**src/rtl/ps2_serial_keyboard_tx.sv**
```systemverilog
// PS/2 set-2 key events -> ASCII -> character FIFO -> 8N1 serial line for the machine's rx input.
// Optional build macro PS2TX_CRLF_EN: Enter queues CR then LF as an atomic pair.
module ps2_serial_keyboard_tx #(
  parameter int CLKS_PER_BIT = 5208,
  parameter int FIFO_DEPTH   = 16
) (
  input  logic                          clk,
  input  logic                          reset,
  input  logic [10:0]                   ps2_key,
  input  logic                          enable,
  output logic                          tx,
  output logic                          busy,
  output logic [$clog2(FIFO_DEPTH):0]   fifo_count,
  output logic                          overflow
);

  localparam int AW   = $clog2(FIFO_DEPTH);
  localparam int CW   = AW + 1;
  localparam int CNTW = $clog2(CLKS_PER_BIT);

  typedef enum logic [1:0] {ST_IDLE = 2'd0, ST_START = 2'd1, ST_DATA = 2'd2, ST_STOP = 2'd3} tx_state_e;

  // Returns {valid, is_letter, ascii} for a non-extended set-2 make code.
  function automatic logic [9:0] xlate(input logic [7:0] code);
    case (code)
      8'h1C: xlate = {2'b11, 8'h41}; 8'h32: xlate = {2'b11, 8'h42}; 8'h21: xlate = {2'b11, 8'h43};
      8'h23: xlate = {2'b11, 8'h44}; 8'h24: xlate = {2'b11, 8'h45}; 8'h2B: xlate = {2'b11, 8'h46};
      8'h34: xlate = {2'b11, 8'h47}; 8'h33: xlate = {2'b11, 8'h48}; 8'h43: xlate = {2'b11, 8'h49};
      8'h3B: xlate = {2'b11, 8'h4A}; 8'h42: xlate = {2'b11, 8'h4B}; 8'h4B: xlate = {2'b11, 8'h4C};
      8'h3A: xlate = {2'b11, 8'h4D}; 8'h31: xlate = {2'b11, 8'h4E}; 8'h44: xlate = {2'b11, 8'h4F};
      8'h4D: xlate = {2'b11, 8'h50}; 8'h15: xlate = {2'b11, 8'h51}; 8'h2D: xlate = {2'b11, 8'h52};
      8'h1B: xlate = {2'b11, 8'h53}; 8'h2C: xlate = {2'b11, 8'h54}; 8'h3C: xlate = {2'b11, 8'h55};
      8'h2A: xlate = {2'b11, 8'h56}; 8'h1D: xlate = {2'b11, 8'h57}; 8'h22: xlate = {2'b11, 8'h58};
      8'h35: xlate = {2'b11, 8'h59}; 8'h1A: xlate = {2'b11, 8'h5A};
      8'h45: xlate = {2'b10, 8'h30}; 8'h16: xlate = {2'b10, 8'h31}; 8'h1E: xlate = {2'b10, 8'h32};
      8'h26: xlate = {2'b10, 8'h33}; 8'h25: xlate = {2'b10, 8'h34}; 8'h2E: xlate = {2'b10, 8'h35};
      8'h36: xlate = {2'b10, 8'h36}; 8'h3D: xlate = {2'b10, 8'h37}; 8'h3E: xlate = {2'b10, 8'h38};
      8'h46: xlate = {2'b10, 8'h39};
      8'h29: xlate = {2'b10, 8'h20}; 8'h5A: xlate = {2'b10, 8'h0D};
      8'h66: xlate = {2'b10, 8'h08}; 8'h76: xlate = {2'b10, 8'h1B};
      default: xlate = 10'd0;
    endcase
  endfunction

  logic            toggle_shadow_r, live_ev_s, src_ev_s, stall_s;
  logic [9:0]      src_key_s, xl_s;
  logic            ctrl_held_r, char_valid_r;
  logic [7:0]      char_r, push_data_s, head_s;
  logic            push_s, pop_s, drop_s, wr_en_s, full_s, nonempty_s;
  logic [AW-1:0]   wr_ptr_r, rd_ptr_r;
  logic [CW-1:0]   count_r;
  logic [7:0]      mem_r [FIFO_DEPTH];
  logic            overflow_r, tx_r, busy_r, tx_next_s, busy_next_s, bit_end_s;
  tx_state_e       state_r, state_next_s;
  logic [CNTW-1:0] clk_cnt_r;
  logic [2:0]      bit_cnt_r;
  logic [7:0]      shift_r, shift_next_s;

  assign live_ev_s = ps2_key[10] ^ toggle_shadow_r;

  // Toggle shadow tracks the strobe every cycle, including during reset.
  always_ff @(posedge clk) begin
    toggle_shadow_r <= ps2_key[10];
  end

`ifdef PS2TX_CRLF_EN
  logic       skid_valid_r, is_enter_r, lf_pending_r, cr_push_s;
  logic [9:0] skid_key_r;

  assign src_ev_s  = skid_valid_r | live_ev_s;
  assign src_key_s = skid_valid_r ? skid_key_r : ps2_key[9:0];
  assign stall_s   = cr_push_s;

  // Skid holds one event that arrives while the CR of a pair is being pushed.
  always_ff @(posedge clk) begin
    if (reset) begin
      skid_valid_r <= 1'b0;
      skid_key_r   <= 10'd0;
    end else if (stall_s) begin
      if (!skid_valid_r && live_ev_s) begin
        skid_valid_r <= 1'b1;
        skid_key_r   <= ps2_key[9:0];
      end
    end else begin
      skid_valid_r <= skid_valid_r & live_ev_s;
      if (live_ev_s) skid_key_r <= ps2_key[9:0];
    end
  end

  // CR/LF pair sequencing: LF always follows an accepted CR on the next cycle.
  always_ff @(posedge clk) begin
    if (reset) begin
      lf_pending_r <= 1'b0;
      is_enter_r   <= 1'b0;
    end else begin
      lf_pending_r <= cr_push_s;
      if (!stall_s) is_enter_r <= (src_key_s[7:0] == 8'h5A);
    end
  end

  // Push source selection with the two-free-entries check for Enter.
  always_comb begin
    push_s      = 1'b0;
    push_data_s = char_r;
    cr_push_s   = 1'b0;
    drop_s      = 1'b0;
    if (lf_pending_r) begin
      push_s      = 1'b1;
      push_data_s = 8'h0A;
    end else if (char_valid_r && enable) begin
      if (!is_enter_r) begin
        push_s = 1'b1;
      end else if (count_r <= CW'(FIFO_DEPTH - 2)) begin
        push_s    = 1'b1;
        cr_push_s = 1'b1;
      end else begin
        drop_s = 1'b1;
      end
    end else begin
      push_s = 1'b0;
    end
  end
`else
  assign src_ev_s    = live_ev_s;
  assign src_key_s   = ps2_key[9:0];
  assign stall_s     = 1'b0;
  assign push_s      = char_valid_r & enable;
  assign push_data_s = char_r;
  assign drop_s      = 1'b0;
`endif

  assign xl_s = xlate(src_key_s[7:0]);

  // Translation stage and ctrl tracking.
  always_ff @(posedge clk) begin
    if (reset) begin
      char_valid_r <= 1'b0;
      char_r       <= 8'd0;
      ctrl_held_r  <= 1'b0;
    end else if (stall_s) begin
      char_valid_r <= 1'b0;
    end else begin
      char_valid_r <= src_ev_s & src_key_s[9] & ~src_key_s[8] & xl_s[9];
      char_r       <= (xl_s[8] && ctrl_held_r) ? (xl_s[7:0] & 8'h1F) : xl_s[7:0];
      if (src_ev_s && !src_key_s[8] && (src_key_s[7:0] == 8'h14)) ctrl_held_r <= src_key_s[9];
    end
  end

  assign full_s     = (count_r == CW'(FIFO_DEPTH));
  assign nonempty_s = (count_r != CW'(0));
  assign wr_en_s    = push_s & (~full_s | pop_s);
  assign head_s     = mem_r[rd_ptr_r];

  // FIFO storage.
  always_ff @(posedge clk) begin
    if (wr_en_s) mem_r[wr_ptr_r] <= push_data_s;
  end

  // FIFO pointers, occupancy and sticky overflow.
  always_ff @(posedge clk) begin
    if (reset) begin
      wr_ptr_r   <= AW'(0);
      rd_ptr_r   <= AW'(0);
      count_r    <= CW'(0);
      overflow_r <= 1'b0;
    end else begin
      if (wr_en_s) wr_ptr_r <= wr_ptr_r + AW'(1);
      if (pop_s)   rd_ptr_r <= rd_ptr_r + AW'(1);
      case ({wr_en_s, pop_s})
        2'b10:   count_r <= count_r + CW'(1);
        2'b01:   count_r <= count_r - CW'(1);
        default: count_r <= count_r;
      endcase
      if ((push_s && full_s && !pop_s) || drop_s) overflow_r <= 1'b1;
    end
  end

  assign bit_end_s = (clk_cnt_r == CNTW'(CLKS_PER_BIT - 1));

  // TX FSM state register with registered line and busy outputs.
  always_ff @(posedge clk) begin
    if (reset) begin
      state_r <= ST_IDLE;
      tx_r    <= 1'b1;
      busy_r  <= 1'b0;
    end else begin
      state_r <= state_next_s;
      tx_r    <= tx_next_s;
      busy_r  <= busy_next_s;
    end
  end

  // TX FSM next-state logic.
  always_comb begin
    state_next_s = state_r;
    case (state_r)
      ST_IDLE:  state_next_s = nonempty_s ? ST_START : ST_IDLE;
      ST_START: state_next_s = bit_end_s ? ST_DATA : ST_START;
      ST_DATA:  state_next_s = (bit_end_s && (bit_cnt_r == 3'd7)) ? ST_STOP : ST_DATA;
      ST_STOP: begin
        if (bit_end_s) state_next_s = nonempty_s ? ST_START : ST_IDLE;
        else           state_next_s = ST_STOP;
      end
      default:  state_next_s = ST_IDLE;
    endcase
  end

  // TX FSM outputs: pop strobe, next shift contents, next line level and busy.
  always_comb begin
    pop_s        = 1'b0;
    shift_next_s = shift_r;
    tx_next_s    = 1'b1;
    if ((state_r == ST_IDLE) || ((state_r == ST_STOP) && bit_end_s)) begin
      pop_s = nonempty_s;
    end else begin
      pop_s = 1'b0;
    end
    if (pop_s) begin
      shift_next_s = head_s;
    end else if ((state_r == ST_DATA) && bit_end_s) begin
      shift_next_s = {1'b0, shift_r[7:1]};
    end else begin
      shift_next_s = shift_r;
    end
    case (state_next_s)
      ST_IDLE:  tx_next_s = 1'b1;
      ST_START: tx_next_s = 1'b0;
      ST_DATA:  tx_next_s = shift_next_s[0];
      ST_STOP:  tx_next_s = 1'b1;
      default:  tx_next_s = 1'b1;
    endcase
    busy_next_s = (state_next_s != ST_IDLE) | nonempty_s;
  end

  // Bit timing counters and shift register.
  always_ff @(posedge clk) begin
    if (reset) begin
      clk_cnt_r <= CNTW'(0);
      bit_cnt_r <= 3'd0;
      shift_r   <= 8'd0;
    end else begin
      clk_cnt_r <= ((state_r == ST_IDLE) || bit_end_s) ? CNTW'(0) : clk_cnt_r + CNTW'(1);
      if (state_r != ST_DATA)  bit_cnt_r <= 3'd0;
      else if (bit_end_s)      bit_cnt_r <= bit_cnt_r + 3'd1;
      shift_r <= shift_next_s;
    end
  end

  assign tx         = tx_r;
  assign busy       = busy_r;
  assign fifo_count = count_r;
  assign overflow   = overflow_r;

endmodule

```
**config.mk**
```make
export PLATFORM = sky130hd
export DESIGN_NAME = ps2_serial_keyboard_tx
export DESIGN_NICKNAME = d
export VERILOG_FILES = /design/src/rtl/ps2_serial_keyboard_tx.sv
export SDC_FILE = /design/constraint.sdc
export NUM_CORES = 1
export LEC_CHECK = 0
export CAP_MARGIN = 0
export CORE_MARGIN = 8
export CORE_UTILIZATION = 25
export DETAILED_ROUTE_END_ITERATION = 10
export DONT_BUFFER_PORTS = 1
export GPL_ROUTABILITY_DRIVEN = 0
export GPL_TIMING_DRIVEN = 0
export PLACE_DENSITY_LB_ADDON = 0.15
export SYNTH_ARGS = -nofsm -noshare
export SYNTH_HDL_FRONTEND = slang
export SYNTH_SLANG_ARGS = --single-unit
```
**constraint.sdc**
```tcl
create_clock -name clk -period 4.1 [get_ports clk]
set_input_delay 0.41 -clock clk [delete_from_list [all_inputs] [get_ports clk]]
set_output_delay 0.41 -clock clk [all_outputs]
set_load 0.005 [all_outputs]
```
==> results by group <==
STA
  – Final Hold Fails: 0
  – Relative slew slack: 15.78%
  – Fin crit share: 83.41%
  – Worst-margin pin slew: 1.254 ns
  – Peak Freq: 292.4 MHz
  – Max-slew violations: 0
  – Final min period: 3.420 ns
  – Hold slack final: 0.1409 ns
  – RSZ-0062 raised after global routing: false
  – # setup viols final: 0
  – Total Neg Setup Slack: 0 ns
  – Skew final: 0.01664 ns

Clock tree
  – CTS tree: done
  – Worst-path clk slew: 0.08 ns
  – CTS buffer count: 17
  – CTS Hold Bufs: 1
  – CTS resizes: 0
  – H-tree lvl count: 4
  – CTS Root Cell: clkbuf_16
  – Post-CTS Setup Bufs: 0
  – Clk_lat worst skew: 0.44 ns
  – TritonCTS Sinks: 167
  – Buffer levels on the longest clock path: 2

Finish
  – Final std cells w/o fill: 1,023
  – Synth-to-Final Area Change: 14.93%
  – Antenna diode count: 0
  – Most frequent cells in the layout: edfxtp_1 (112), nor2_1 (70), dfxtp_1 (55)
  – Fin util: 29.17%
  – Layout net count: 645
  – Fraction of layout cells with a size suffix above 1: 15.63%
  – Commonest non-fill, non-tap cell in the layout: edfxtp_1

Synth
  – Async SR Flop Fraction: 0%
  – Post-synth net total: 625
  – Synthesized flop and latch total: 167
  – Sequential area share after synthesis: 57.65%
  – Cell taking the most area after synthesis: edfxtp_1
  – Synth warn: 0
  – Synth area leaders: edfxtp_1 (43%), dfxtp_1 (14%), mux4_2 (10%), nor2_1 (3.4%), ha_1 (2.7%)
  – Syn_area_per_cell: 13.04 um2
  – Mapped Cells: 594
  – EDFF count, synth: 112
  – Prevailing post-synth register cell: edfxtp_1
  – Post-synth top area share: 43.43%
  – Post-Syn Area: 7744 um2
  – Distinct cells, synth: 70

Detailed routing
  – Via count: 4,877
  – Drt first pass iters: 5
  – WL final: 18,910 um
  – Number of routed nets with antenna violations: 0
  – Post-DR wirelength/cell: 18.49 um
  – Vias per inst: 4.767
  – DR iter-0 viols: 345
  – Drc violations: 0

Floorplan
  – Std-Cell Core Area: 30,510 um2
  – Die Y: 192.0 um
  – # rows: 64
  – I/O pin count: 22
  – Initial Util: 25.38%
  – Die ar.: 36,860 um2
  – Die X: 192.0 um

Pwr
  – Total power: 4.793 mW
  – Leakage: 3.002 nW
  – Power per Cell Area: 538.5 nW/um2
  – VDD IR max: 0.2711 mV

Worst setup path
  – CP required: 4.13 ns
  – CP arrival: 3.45 ns
  – Critical Path End Type: flip-flop
  – CP Launch Type: flip-flop
  – Crit path max fanout: 7
  – Setup CP Type: reg2reg

Global route
  – Total grt overflow: 0
  – Vias in the first global route: 4,884
  – First-pass GRT wire length: 29,340 um
  – Largest net degree at the start of global routing: 21
  – Antenna violations before repair: 0
  – Total GRT Usage: 10.56%

Place
  – Port bufs: 0
  – DP Wirelength: 13,330 um
  – Inst Count DP: 990

Run status
  – Run status: complete, no violations

Min path
  – Worst Hold Class: in2reg

Run
  – Max Cap Viol: 0
## routing by layer
layer | global-route usage (%) | vias to the layer above | wire, um
met5 | 0 | - | 0
met4 | 3.496 | 0 | 240
met3 | 2.415 | 15 | 877
met2 | 17.42 | 112 | 9239
met1 | 13.49 | 2459 | 8556
li1 | - | 2291 | -
## cell type report
cell class,count,area [um2]
Timing Repair Buffer,1,10.01
Multi-Input combinational cell,372,3042
Clock inverter,15,215.2
Buffer,38,183.9
Fill cell,3041,21610
Sequential cell,167,4464
Tap cell,396,495.5
Inverter,17,63.81
Clock buffer,17,425.4
## critical path: stages (launching register included)
cell,delay (ns)
dfxtp_1,0.38
ha_1,0.27
nand3_1,0.32
nor4_4,0.63
o31a_2,0.31
nand2_1,0.14
nor3_1,0.96
## worst paths after layout
kind,startpoint,to,slack (ns),cells past startpoint
setup / recovery,clk_cnt_r[0],mem_r[2][2],0.68,6
hold / removal,ps2_key[9],ctrl_held_r,0.14,2
setup reg to reg,clk_cnt_r[0],mem_r[2][2],0.68,6
hold reg to reg,ctrl_held_r,char_r[6],0.46,1
## power breakdown
group | internal (mW) | switching [mW] | leakage [nW]
logic | 0.475 | 0.663 | 1.10
registers | 1.88 | 0.0818 | 1.59
clock network | 0.898 | 0.793 | 0.310
total | 3.26 | 1.54 | 3.00
## synth_stat cells, types with 4 or more instances
cell type,instances
buf_2,4
nand2b_1,11
buf_1,5
inv_1,17
nand3b_1,4
a211oi_1,10
buf_6,4
dfxtp_1,55
a31oi_1,5
ha_1,17
xnor2_1,11
nor2b_1,8
nand3_1,13
o22ai_1,4
or2_2,4
o21ai_0,17
and3_1,5
mux2i_1,18
o221ai_1,4
nor3_1,14
clkbuf_1,23
nand2_1,29
xor2_1,8
nor3b_1,4
nand4_1,5
edfxtp_1,112
nor2_1,70
a221oi_1,4
mux4_2,36
a21oi_1,20
## state kept, by name, indices dropped and copies added, names as in the netlist, named ones only
signal / cells
tx: 1
state_r: 2
shift_r: 7
toggle_shadow_r: 1
mem_r: 112
fifo_count: 5
overflow: 1
char_valid_r: 1
bit_cnt_r: 3
ctrl_held_r: 1
busy: 1
clk_cnt_r: 13
wr_ptr_r: 4
rd_ptr_r: 4
char_r: 7
## logic make-up after synthesis
family / synth area share (%)
and+or+nand+nor: 12.38
AOI/OAI and AO/OA: 8.935
adders and majority gates: 2.747
xor gates and xnor gates: 2.149
muxes: 12.94
DFF: 57.65
buffers and inverters: 3.199
## stage by stage
| stage | area [um2] | setup WS [ns] |
|---|---|---|
| finish | 8900 | 0.6803 |
| floorplan | 7744 | 1.178 |
| CTS | 8890 | 0.4598 |
| global placement | 8239 | 0.5389 |
| detailed placement | 8239 | 0.4897 |
| global route | 8900 | 0.4041 |
Power figures use the tool's default switching activity.
